==> config.mk <==
export PLATFORM = sky130hd
export DESIGN_NAME = vu_meter_multi
export DESIGN_NICKNAME = d
export VERILOG_FILES = /design/src/rtl/vu_pkg.sv /design/src/rtl/vu_channel.sv /design/src/rtl/vu_meter_multi.sv
export SDC_FILE = /design/constraint.sdc
export NUM_CORES = 2
export LEC_CHECK = 0
export ABC_AREA = 1
export CORE_ASPECT_RATIO = 1.75
export CORE_UTILIZATION = 45
export CTS_CLUSTER_DIAMETER = 150
export DETAILED_ROUTE_END_ITERATION = 8
export SETUP_SLACK_MARGIN = 0.4
export SLEW_MARGIN = 40
export SYNTH_ARGS = -nofsm -noshare
export SYNTH_HDL_FRONTEND = slang
export SYNTH_SLANG_ARGS = --single-unit
==> constraint.sdc <==
create_clock -name clock -period 6.45 [get_ports clock]
set_clock_uncertainty 0.15 [all_clocks]
set_input_delay 0.9675 -clock clock [delete_from_list [all_inputs] [get_ports clock]]
set_output_delay 0.9675 -clock clock [all_outputs]
set_load 0.02 [all_outputs]
==> src/rtl/vu_pkg.sv <==
// Shared helpers for the multi-channel VU meter: width derivations,
// rectifier and bar decode. Optional peak hold is enabled by PEAK_HOLD_EN.
package vu_pkg;

   function automatic int clog2(input int unsigned v);
      int r;
      r = 0;
      for (int i = 0; i < 32; i++) begin
         if ((64'd1 << i) < 64'(v)) r = i + 1;
      end
      return r;
   endfunction

   function automatic int lvl_w(input int unsigned leds);
      return clog2(leds + 1);
   endfunction

   function automatic int sum_w(input int unsigned sw, input int unsigned wl);
      return int'(sw) - 1 + int'(wl);
   endfunction

   // |x| for a w-bit sample; the most negative value saturates
   function automatic logic [63:0] abs_sat(input logic signed [63:0] x,
                                           input int unsigned w);
      logic signed [63:0] lo;
      lo = -(64'sd1 <<< (w - 1));
      if (x == lo) abs_sat = (64'd1 << (w - 1)) - 64'd1;
      else if (x < 0) abs_sat = 64'(-x);
      else abs_sat = 64'(x);
   endfunction

   function automatic logic [63:0] thermo(input int unsigned lvl,
                                          input int unsigned n);
      logic [63:0] t;
      t = '0;
      for (int unsigned i = 0; i < 64; i++) begin
         t[i] = (i < lvl) && (i < n);
      end
      return t;
   endfunction

endpackage

==> src/rtl/vu_channel.sv <==
// One meter channel: rectify, windowed average, scale, attack/decay level.
// Peak hold and its bar marker exist only when PEAK_HOLD_EN is defined.
module vu_channel
   import vu_pkg::*;
#(
   parameter int SAMPLE_W   = 18,
   parameter int LEDS       = 30,
   parameter int WIN_LOG2   = 5,
   parameter int HOLD_TICKS = 4194304
) (
   input  logic                      clock,
   input  logic                      reset,
   input  logic                      accept,
   input  logic                      decay_tick,
   input  logic [SAMPLE_W-1:0]       sample,
   output logic [LEDS-1:0]           bar,
   output logic [lvl_w(LEDS)-1:0]    level,
   output logic [lvl_w(LEDS)-1:0]    peak_level
);

   localparam int MAG_W  = SAMPLE_W - 1;
   localparam int DEPTH  = 1 << WIN_LOG2;
   localparam int SUM_W  = sum_w(SAMPLE_W, WIN_LOG2);
   localparam int LVL_W  = lvl_w(LEDS);
   localparam int PROD_W = MAG_W + LVL_W;

   logic [MAG_W-1:0]    win [DEPTH];
   logic [WIN_LOG2-1:0] wr_ptr;
   logic [WIN_LOG2:0]   fill;
   logic [SUM_W-1:0]    sum;
   logic [MAG_W-1:0]    mag;
   logic [MAG_W-1:0]    old;
   logic [MAG_W-1:0]    avg;
   logic [LVL_W-1:0]    scaled;
   logic [LVL_W-1:0]    target_nxt;
   logic [LVL_W-1:0]    target;
   logic [LVL_W-1:0]    level_q;
   logic [LVL_W-1:0]    level_nxt;
   logic [LEDS-1:0]     bar_q;
   logic [LEDS-1:0]     bar_nxt;

   assign mag = MAG_W'(abs_sat(64'(signed'(sample)), SAMPLE_W));
   // fill saturates at DEPTH, so its top bit marks a full window
   assign old = fill[WIN_LOG2] ? win[wr_ptr] : '0;
   assign avg = sum[SUM_W-1:WIN_LOG2];
   assign scaled = LVL_W'((PROD_W'(avg) * PROD_W'(LEDS)) >> MAG_W);
   assign target_nxt = (scaled > LVL_W'(LEDS)) ? LVL_W'(LEDS) : scaled;

   always_ff @(posedge clock) begin
      if (accept) win[wr_ptr] <= mag;
   end

   always_ff @(posedge clock) begin
      if (reset) begin
         wr_ptr <= '0;
         fill   <= '0;
         sum    <= '0;
      end else if (accept) begin
         wr_ptr <= wr_ptr + 1'b1;
         if (!fill[WIN_LOG2]) fill <= fill + 1'b1;
         sum <= sum + SUM_W'(mag) - SUM_W'(old);
      end
   end

   always_comb begin
      level_nxt = level_q;
      if (target >= level_q) level_nxt = target;
      else if (decay_tick) level_nxt = level_q - 1'b1;
   end

`ifdef PEAK_HOLD_EN
   localparam int HOLD_W = clog2(HOLD_TICKS + 1);

   logic [LVL_W-1:0]  peak_q;
   logic [LVL_W-1:0]  peak_nxt;
   logic [HOLD_W-1:0] hold_q;
   logic [HOLD_W-1:0] hold_nxt;

   always_comb begin
      peak_nxt = peak_q;
      hold_nxt = hold_q;
      if (level_q > peak_q) begin
         peak_nxt = level_q;
         hold_nxt = HOLD_W'(HOLD_TICKS - 1);
      end else if (hold_q != '0) begin
         hold_nxt = hold_q - 1'b1;
      end else if (decay_tick && (peak_q > level_q)) begin
         peak_nxt = peak_q - 1'b1;
      end
   end

   always_ff @(posedge clock) begin
      if (reset) begin
         peak_q <= '0;
         hold_q <= '0;
      end else begin
         peak_q <= peak_nxt;
         hold_q <= hold_nxt;
      end
   end

   always_comb begin
      bar_nxt = LEDS'(thermo(32'(level_nxt), LEDS));
      if (peak_nxt != '0) bar_nxt[peak_nxt - 1'b1] = 1'b1;
   end

   assign peak_level = peak_q;
`else
   always_comb begin
      bar_nxt = LEDS'(thermo(32'(level_nxt), LEDS));
   end

   assign peak_level = '0;
`endif

   always_ff @(posedge clock) begin
      if (reset) begin
         target  <= '0;
         level_q <= '0;
         bar_q   <= '0;
      end else begin
         target  <= target_nxt;
         level_q <= level_nxt;
         bar_q   <= bar_nxt;
      end
   end

   assign level = level_q;
   assign bar   = bar_q;

endmodule

==> src/rtl/vu_meter_multi.sv <==
// Multi-channel LED level meter: shared decimator and decay timebase,
// one vu_channel per channel. Peak hold is enabled by PEAK_HOLD_EN.
module vu_meter_multi
   import vu_pkg::*;
#(
   parameter int NCH         = 2,
   parameter int SAMPLE_W    = 18,
   parameter int LEDS        = 30,
   parameter int WIN_LOG2    = 5,
   parameter int DECIM       = 49,
   parameter int DECAY_TICKS = 65536,
   parameter int HOLD_TICKS  = 4194304
) (
   input  logic                          clock,
   input  logic                          reset,
   input  logic                          sample_valid,
   input  logic [NCH*SAMPLE_W-1:0]       sample_data,
   output logic [NCH*LEDS-1:0]           bar,
   output logic [NCH*lvl_w(LEDS)-1:0]    level,
   output logic [NCH*lvl_w(LEDS)-1:0]    peak_level
);

   localparam int LVL_W = lvl_w(LEDS);
   localparam int DC_W  = clog2(DECIM + 1);
   localparam int DT_W  = clog2(DECAY_TICKS + 1);

   logic [DC_W-1:0] dec_cnt;
   logic [DT_W-1:0] dcy_cnt;
   logic            dec_last;
   logic            accept;
   logic            decay_tick;

   assign dec_last   = (dec_cnt == DC_W'(DECIM - 1));
   assign accept     = sample_valid && dec_last;
   assign decay_tick = (dcy_cnt == DT_W'(DECAY_TICKS - 1));

   always_ff @(posedge clock) begin
      if (reset) begin
         dec_cnt <= '0;
      end else if (sample_valid) begin
         dec_cnt <= dec_last ? '0 : dec_cnt + 1'b1;
      end
   end

   always_ff @(posedge clock) begin
      if (reset) dcy_cnt <= '0;
      else dcy_cnt <= decay_tick ? '0 : dcy_cnt + 1'b1;
   end

   for (genvar g = 0; g < NCH; g++) begin : g_ch
      vu_channel #(
         .SAMPLE_W   (SAMPLE_W),
         .LEDS       (LEDS),
         .WIN_LOG2   (WIN_LOG2),
         .HOLD_TICKS (HOLD_TICKS)
      ) u_ch (
         .clock      (clock),
         .reset      (reset),
         .accept     (accept),
         .decay_tick (decay_tick),
         .sample     (sample_data[g*SAMPLE_W +: SAMPLE_W]),
         .bar        (bar[g*LEDS +: LEDS]),
         .level      (level[g*LVL_W +: LVL_W]),
         .peak_level (peak_level[g*LVL_W +: LVL_W])
      );
   end

endmodule

Yosys cells after proc, flatten, opt, wreduce, memory -nomap -nowiden
Memory sizes are Yosys's and may differ from the RTL's. A register that Yosys moved wholly into a read port is not among the register bits.
Index checks and enable logic that the tools add are counted.
{ "totals": {"reg_bits": 169, "mem_bits_rw": 1088, "elab_cells": 135, "mem_count": 2} }
{ "memory_table": {"columns": ["memory", "depth", "word_bits", "rd", "rd_clocked_by_memory_dff", "wr", "line_no", "text"], "rows": [
  ["g_ch[0].u_ch.win", 32, 17, 1, 1, 1, "vu_channel.sv:27", "logic [MAG_W-1:0] win [DEPTH];"],
  ["g_ch[1].u_ch.win", 32, 17, 1, 1, 1, "vu_channel.sv:27", null]
]} }
{ "classes": {"n_addsub": 14, "mul": 2, "n_lt_le_gt_ge": 66, "eq_ne": 4, "n_mux": 21, "n_bitwise": 2, "n_reduce_logical": 6} }
{ "op_table": {"columns": ["operator", "count"], "rows": [
  ["< comparator 5 bit, first input constant", 28],
  ["2-to-1 mux 17 bit", 6],
  ["< comparator 4 x 5 -> 1 bit, first input constant", 16],
  ["2-to-1 mux 5 bit", 10],
  ["adder 22 x 17 -> 22 bit", 2],
  ["subtractor 22 x 17 -> 22 bit", 2],
  ["multiplier 17 x 4 -> 21 bit, second input constant", 2],
  ["< comparator 3 x 5 -> 1 bit, first input constant", 8],
  ["equality test 18 bit, second input constant", 2],
  ["< comparator 18 x 1 -> 1 bit, second input constant", 2],
  ["negation 17 bit", 2],
  ["< comparator 1 x 5 -> 1 bit, first input constant", 4],
  ["< comparator 2 x 5 -> 1 bit, first input constant", 4],
  ["adder 6 x 1 -> 6 bit, second input constant", 3],
  ["2-to-1 mux 6 bit", 3],
  ["adder 17 x 1 -> 17 bit, second input constant", 1],
  ["equality test 17 x 16 -> 1 bit, second input constant", 1],
  ["adder 5 x 1 -> 5 bit, second input constant", 2],
  [">= comparator 5 bit", 2],
  ["> comparator 5 bit, second input constant", 2],
  ["subtractor 5 x 1 -> 5 bit, second input constant", 2],
  ["equality test 6 bit, second input constant", 1],
  ["OR reduction 2 bit", 3],
  ["AND reduction 2 bit", 2],
  ["3 further kinds", 5]
]} }

Longest topological paths before layout
{ "depth": {"depth_word": 5, "mapped_depth": 25, "ltp_nobuf": 24} }

Modules after synthesis
A second synthesis with hierarchy kept.
{ "unflattened": {"hier_cells": 5238, "area_unflattened_um2": 57462.6} }
{ "modules_own_cells": {"columns": ["mod", "n_inst", "cells_per_inst", "area_per_inst_um2"], "rows": [
  ["vu_channel (g_ch[1].u_ch)", 1, 2556, 28210.8],
  ["vu_channel (g_ch[0].u_ch)", 1, 2527, 28143.2],
  ["vu_meter_multi", 1, 155, 1108.6]
]} }

Worst setup path after synthesis
Ideal clock, no wire load.
{ "synth_timing": {"path_type": "input to register", "startpoint": "input port sample_data[2]", "endpoint": "register g_ch[0].u_ch.sum[20]", "setup_ns": 0.115, "arrival_time_ns": 4.947, "setup_slack_ns": 1.237, "cell_stages": 22, "path_buffers": 0, "path_cell_list": "inv_1 > nand3_1 > nor2_1 > nand3_1 > o21ai_0 > nand2_1 > o21ai_0 > inv_1 > fa_1 > inv_1 > ha_1 > nand2_1 > inv_1 > nand2_1 > inv_1 > and2_1 > nand4_1 > nand3_1 > nand2_1 > nand2_1 > o21ai_0 > inv_1"} }
{ "synth_via": {"elab_chain_cells": 5, "elab_cells_between_ends": 7, "classes_between": "3 x add/sub; 1 x order compare; 1 x eq/ne; 2 x mux"} }
{ "synth_lines": {"columns": ["item", "line_no", "text"], "rows": [
  ["start: declaration", "vu_meter_multi.sv:17", "input logic [NCH*SAMPLE_W-1:0] sample_data,"],
  ["negation 17 bit or < comparator 18 x 1 -> 1 bit (tied branches)", "vu_pkg.sv:28", "else if (x < 0) abs_sat = 64'(-x);"],
  ["2-to-1 mux 17 bit", "vu_pkg.sv:28", null],
  ["2-to-1 mux 17 bit (*)", "vu_pkg.sv:27", "if (x == lo) abs_sat = (64'd1 << (w - 1)) - 64'd1;"],
  ["net g_ch[0].u_ch.mag[15]", "vu_channel.sv:31", "logic [MAG_W-1:0] mag;"],
  ["adder 22 x 17 -> 22 bit (*)", "vu_channel.sv:61", "sum <= sum + SUM_W'(mag) - SUM_W'(old);"],
  ["subtractor 22 x 17 -> 22 bit (*)", "vu_channel.sv:61", null],
  ["end signal: assignment", "vu_channel.sv:61", null],
  ["end: declaration", "vu_channel.sv:30", "logic [SUM_W-1:0] sum;"]
]} }
The timed path passes the listed nets; every way through them passes the cells marked *.
A chain may end at the register's enable or synchronous reset.

==> results.ini <==
[critical_path]
path_max_fanout = 71
ff2ff_path_depth = 20
start_kind = flip-flop
cp-end-kind = flip-flop
worstPathArrival_ns = 5.46
critical_path_class = flip-flop to flip-flop
rrSetupSlack_ns = 1.46
crit_required_ns = 6.92

[routing]
drt_iter0_markers = 2959
drtPass1Iterations = 8
wl_per_cell_um = 23.6
drcViolationCount = 0
vias = 39500
drtAntennaViolNets = 0
wl_um = 165000
vias_per_cell = 5.62

[cts]
ctsHoldBuffers = 0
cts_buffers = 114
cts_tree = yes
clk_pin_slew_worst_paths_ns = 0.07
cts_root_buf = clkbuf_16
clockBufferDepth = 3
htreeDepth = 3
clkSinkCount = 1265
post_cts_resized = 0
post_cts_buffers = 0
worstSkewPairLatency_ns = 0.74

[synthesis]
ys_top_cells_by_count = edfxtp_1, nor2_1, o21ai_0, nand2_1, inv_1
synth_top_area_share = 0.574
ys_seq_elements = 1265
synth-seq-area-share = 0.636
yosys_warnings = 0
synthTopCellsByArea = edfxtp_1, dfxtp_1, o21ai_0
syn_area_per_cell_um2 = 11.0
yosys.cell_count.top_type = edfxtp_1
synth_area_um2 = 57000
synth_top_area_cell = edfxtp_1
synth_cell_types = 53
synth-edff-count = 1088
synthArstFlopShare = 0
synth_ff_type = edfxtp_1
syn-instance-count = 5159

[timing]
relSlewSlack = 0.420
fin_crit_ns = 4.99
hold_viol = 0
setup_tns_ns = 0
setup_viol = 0
grt_setup_unrepaired = no
hold_slack_ns = 0.307
drv_slew = 0
finalCritPeriodShare = 0.774
worstMarginPinSlew_ns = 0.869
max_freq_ghz = 0.200

[global_routing]
antenna_found_initial = 2
grt_start_max_net_pins = 171
grt_overflow = 0
grt_pass1_wl_um = 246000
grt.total_usage = 0.259
grt_pass1_vias = 39600

[finish]
fin_area_um2 = 63900
area_growth_pct = 12.2
nNetsFinal = 5519
fill_cells = 11200
drive_gt1_frac = 0.0772
fin_cells = 7018

[outcome]
status = finished clean

[job]
cap_violations = 0

[place]
dp_cells = 6803
hpwl_um = 109000
place_area_um2 = 60300
io_buffers = 108
place.gp.congestion = 0.938

[power]
p_leak_nw = 23.0
pwr_density_cell_nw_per_um2 = 258
p_total_mw = 16.5
peakVddDrop_mv = 0.274

[hold_path]
worstHoldPathCells = 1
hold_path_class = flip-flop to flip-flop

[floorplanning]
die_w_um = 271
rows = 172
ios = 119
die_h_um = 473
core_um2 = 125000
design.die.area_um2 = 128000
start_util = 0.454

[layout by cell type, fill, tap and decap left out, types with 18 or more instances in the layout]
cell	n
ha_1	120
o22ai_1	72
nand4_1	31
clkbuf_16	116
nor2_1	850
edfxtp_1	1088
nand3_1	227
dfxtp_1	171
nand2_1	502
o21ai_0	699
clkinv_1	21
inv_1	418
o221ai_1	198
clkbuf_1	29
nor2_2	38
xor2_1	26
fa_1	94
buf_4	133
clkdlybuf4s50_1	107
clkinv_2	23
o21ai_1	18
nor3_1	29
o211ai_1	19
a21oi_1	145
[metal layers]
| layer | up-vias | wire, µm | track usage |
|---|---|---|---|
| met1 | 19500 | 57100 | 0.266 |
| met4 | 0 | 14100 | 0.204 |
| met5 | - | 0 | 0 |
| met3 | 385 | 6360 | 0.0265 |
| met2 | 1123 | 87700 | 0.475 |
| li1 | 18400 | - | - |
[power by group]
group | internal, mW | leakage (nW) | switching (mW)
registers | 8.96 | 11.1 | 0.00202
logic | 0.219 | 10.2 | 0.607
clock network | 3.71 | 1.78 | 3.01
[final cells by class]
cell class | instances | area, µm² | area share
timing repair buffer | 250 | 2250 | 0.0353
clock inverter | 66 | 602 | 0.00941
multi-input combinational | 3199 | 18100 | 0.283
clock buffer | 148 | 3050 | 0.0478
sequential | 1265 | 36200 | 0.567
antenna | 1 | 2.50 | 0.0000391
tap | 1653 | 2070 | 0.0324
inverter | 436 | 1650 | 0.0259
[state kept, by name, summed over array words and instances (netlist names), named ones only]
| name | count |
|---|---|
| dcy_cnt | 17 |
| dec_cnt | 6 |
| g_ch.u_ch.bar | 60 |
| g_ch.u_ch.fill | 12 |
| g_ch.u_ch.level | 8 |
| g_ch.u_ch.sum | 44 |
| g_ch.u_ch.target | 10 |
| g_ch.u_ch.win | 1088 |
| g_ch.u_ch.wr_ptr | 10 |
[path summary, 6_finish.rpt]
path,startpoint,to
max reg2reg,flip-flop,g_ch[0].u_ch.sum[19]
min,dcy_cnt[0],dcy_cnt[0]
min reg2reg,dcy_cnt[0],dcy_cnt[0]
max,flip-flop,g_ch[0].u_ch.sum[19]
[stage by stage]
stage          utilization  worst slack (ns)
6_report             0.510              1.46
5_1_grt              0.510              1.16
4_1_cts              0.509              1.50
3_5_place_dp         0.480              1.03
3_3_place_gp         0.480              1.03
2_1_floorplan            -              1.24
[worst max-delay path, cell delays in order (launching register included)]
cell and delay, ns:
dfxtp_4 0.40, buf_4 0.56, buf_4 0.47, o21ai_0 0.15, o22ai_1 0.41, o21ai_0 0.23, o211ai_1 0.24, nand2_1 0.07
nor2_1 0.20, fa_1 0.44, inv_1 0.07, ha_1 0.22, nand2_1 0.11, inv_1 0.08, nand2_1 0.07, nor2_1 0.26
nand4_1 0.27, nand4_1 0.17, nand3_1 0.08, nand2_1 0.09, inv_1 0.04
[kinds of logic after synthesis]
logic type                 share of synthesized area
xor gates and xnor gates                     0.00584
AOI/OAI and AO/OA                              0.122
adders and majority gates                     0.0594
DFF                                            0.636
and+or+nand+nor                                0.126
other                                      0.0000658
buffers and inverters                         0.0504
(Power assumes the default switching activity.)
==> RTL change (config.mk and constraints unchanged) <==
`DECIM`: 49 -> 98.
--- a/src/rtl/vu_meter_multi.sv
+++ b/src/rtl/vu_meter_multi.sv
@@ -8,5 +8,5 @@
    parameter int LEDS        = 30,
    parameter int WIN_LOG2    = 5,
-   parameter int DECIM       = 49,
+   parameter int DECIM       = 98,
    parameter int DECAY_TICKS = 65536,
    parameter int HOLD_TICKS  = 4194304
Formal check against the unedited RTL: no difference found for any inputs over 4 cycles, from zero or initial values and one cycle with reset high; that may be too few to reach the edited logic, so the function may still have changed.
==> RTL change against the original RTL <==
Sequential cell count increased by 1. Total power grew 0.24%. Setup slack worse by 23 ps. Design area rose by 0.15%. Non-clock buffer count down 6. Critical path type unchanged. Maximum frequency shrank 0.45%. Wire length decreased by 3.5%. Synthesized area barely moved. Largest power group unchanged. Critical endpoint is now g_ch[1].u_ch.sum[10].
==> RTL change: results (changes against the original RTL) <==
cts_made_buffers: 110  # -3.5%
grt_first_pass_wirelength_mm: 239  # -3.0%
globalRouteTotalUtil: 0.248  # -0.0103
worst_path_dominant_cell_family: "buffers and inverters"
syn_area_per_cell_sq_um: 11.1  # +0.34%
routed_wl_mm: 160  # -3.5%
routed_wire_length_per_instance_microns: 22.9  # -3.0%
timing.final.crit_period_ps: 5020  # +22.5 ps
drt_iter0_markers: 3114  # +5.2%
timing.hold.worst_path_depth: 1  # unchanged
grt_start_max_net_pins: 155  # -9.4%
worst_min_path_start: "dcy_cnt[0]"
arrival_ps: 5530  # +70 ps
switching_power_mw: 3.67  # +1.5%
outcome: "complete, no violations"
finalWeightedCongestion: 0.941  # +0.26%
place_inst: 6775  # -0.41%
ir_drop_v: 0.000268  # -2.1%
critPathMaxFanout: 132  # +86%
worstSetupPathType: "reg -> reg"
cts.path.max_buffers: 3  # unchanged
final_nets: 5487  # -0.58%
place_hpwl_mm: 101  # -6.8%
critical_path.slowest_cell: "sky130_fd_sc_hd__fa_1"
post_dp_cell_area_sq_um: 60300  # +0.12%
netlist-cell-type-count: 51  # -3.8%
relSlewSlack: 0.422  # +0.00203
place_worst_setup_slack_ps: 1010  # -16.6 ps
firstDrtPassIters: 5  # -3
regToRegEndpoint: "g_ch[1].u_ch.sum[10]"
detailed_route_via_count: 39357  # -0.30%
antenna_found_initial: 4  # +2
power_leakage_nw: 23.1  # +0.27%
synth_top_cells_by_area: "sky130_fd_sc_hd__edfxtp_1 57%, sky130_fd_sc_hd__dfxtp_1 6.3%, sky130_fd_sc_hd__o21ai_0 6.0%, sky130_fd_sc_hd__nor2_1 5.7%, sky130_fd_sc_hd__fa_1 3.3%"
rrSetupSlack_ps: 1430  # -20 ps
clock_power_mw: 6.76  # +0.6%
cpPeakStageDelay_ps: 540  # -20 ps
fin_worst_hold_slack_ps: 299  # -8.32 ps
leading_post_synthesis_cells_by_instance_count: "1,088 x sky130_fd_sc_hd__edfxtp_1, 865 x sky130_fd_sc_hd__nor2_1, 685 x sky130_fd_sc_hd__o21ai_0, 456 x sky130_fd_sc_hd__nand2_1, 424 x sky130_fd_sc_hd__inv_1"
## RTL change: layer usage
metal  GRT usage  vias up  part of all wire
li1            -    18368                 -
met1       0.270    19396              0.36
met2       0.459     1203              0.53
met3      0.0261      388             0.048
met4       0.154        2             0.064
met5           0        -          0.000081
## RTL change: area by class of cell
class,instances,area [sq um],area share
Timing Repair Buffer,244,2260,0.0354
Inverter,435,1650,0.0258
Multi-Input combinational cell,3177,18100,0.283
Tap cell,1653,2070,0.0323
Sequential cell,1266,36300,0.566
Clock inverter,65,699,0.0109
Antenna cell,2,5.00,0.0000782
Clock buffer,139,2970,0.0464
## RTL change: logic make-up after synthesis
| kind of cell | count (synthesis) | share of synthesized area |
|---|---|---|
| fa+ha+maj | 214 | 0.0594 |
| buf+inv | 710 | 0.0504 |
| simple gates | 1701 | 0.123 |
| compound gates | 1207 | 0.125 |
| xor+xnor | 45 | 0.00692 |
| flops | 1266 | 0.636 |
| other cells | 1 | 0.0000658 |
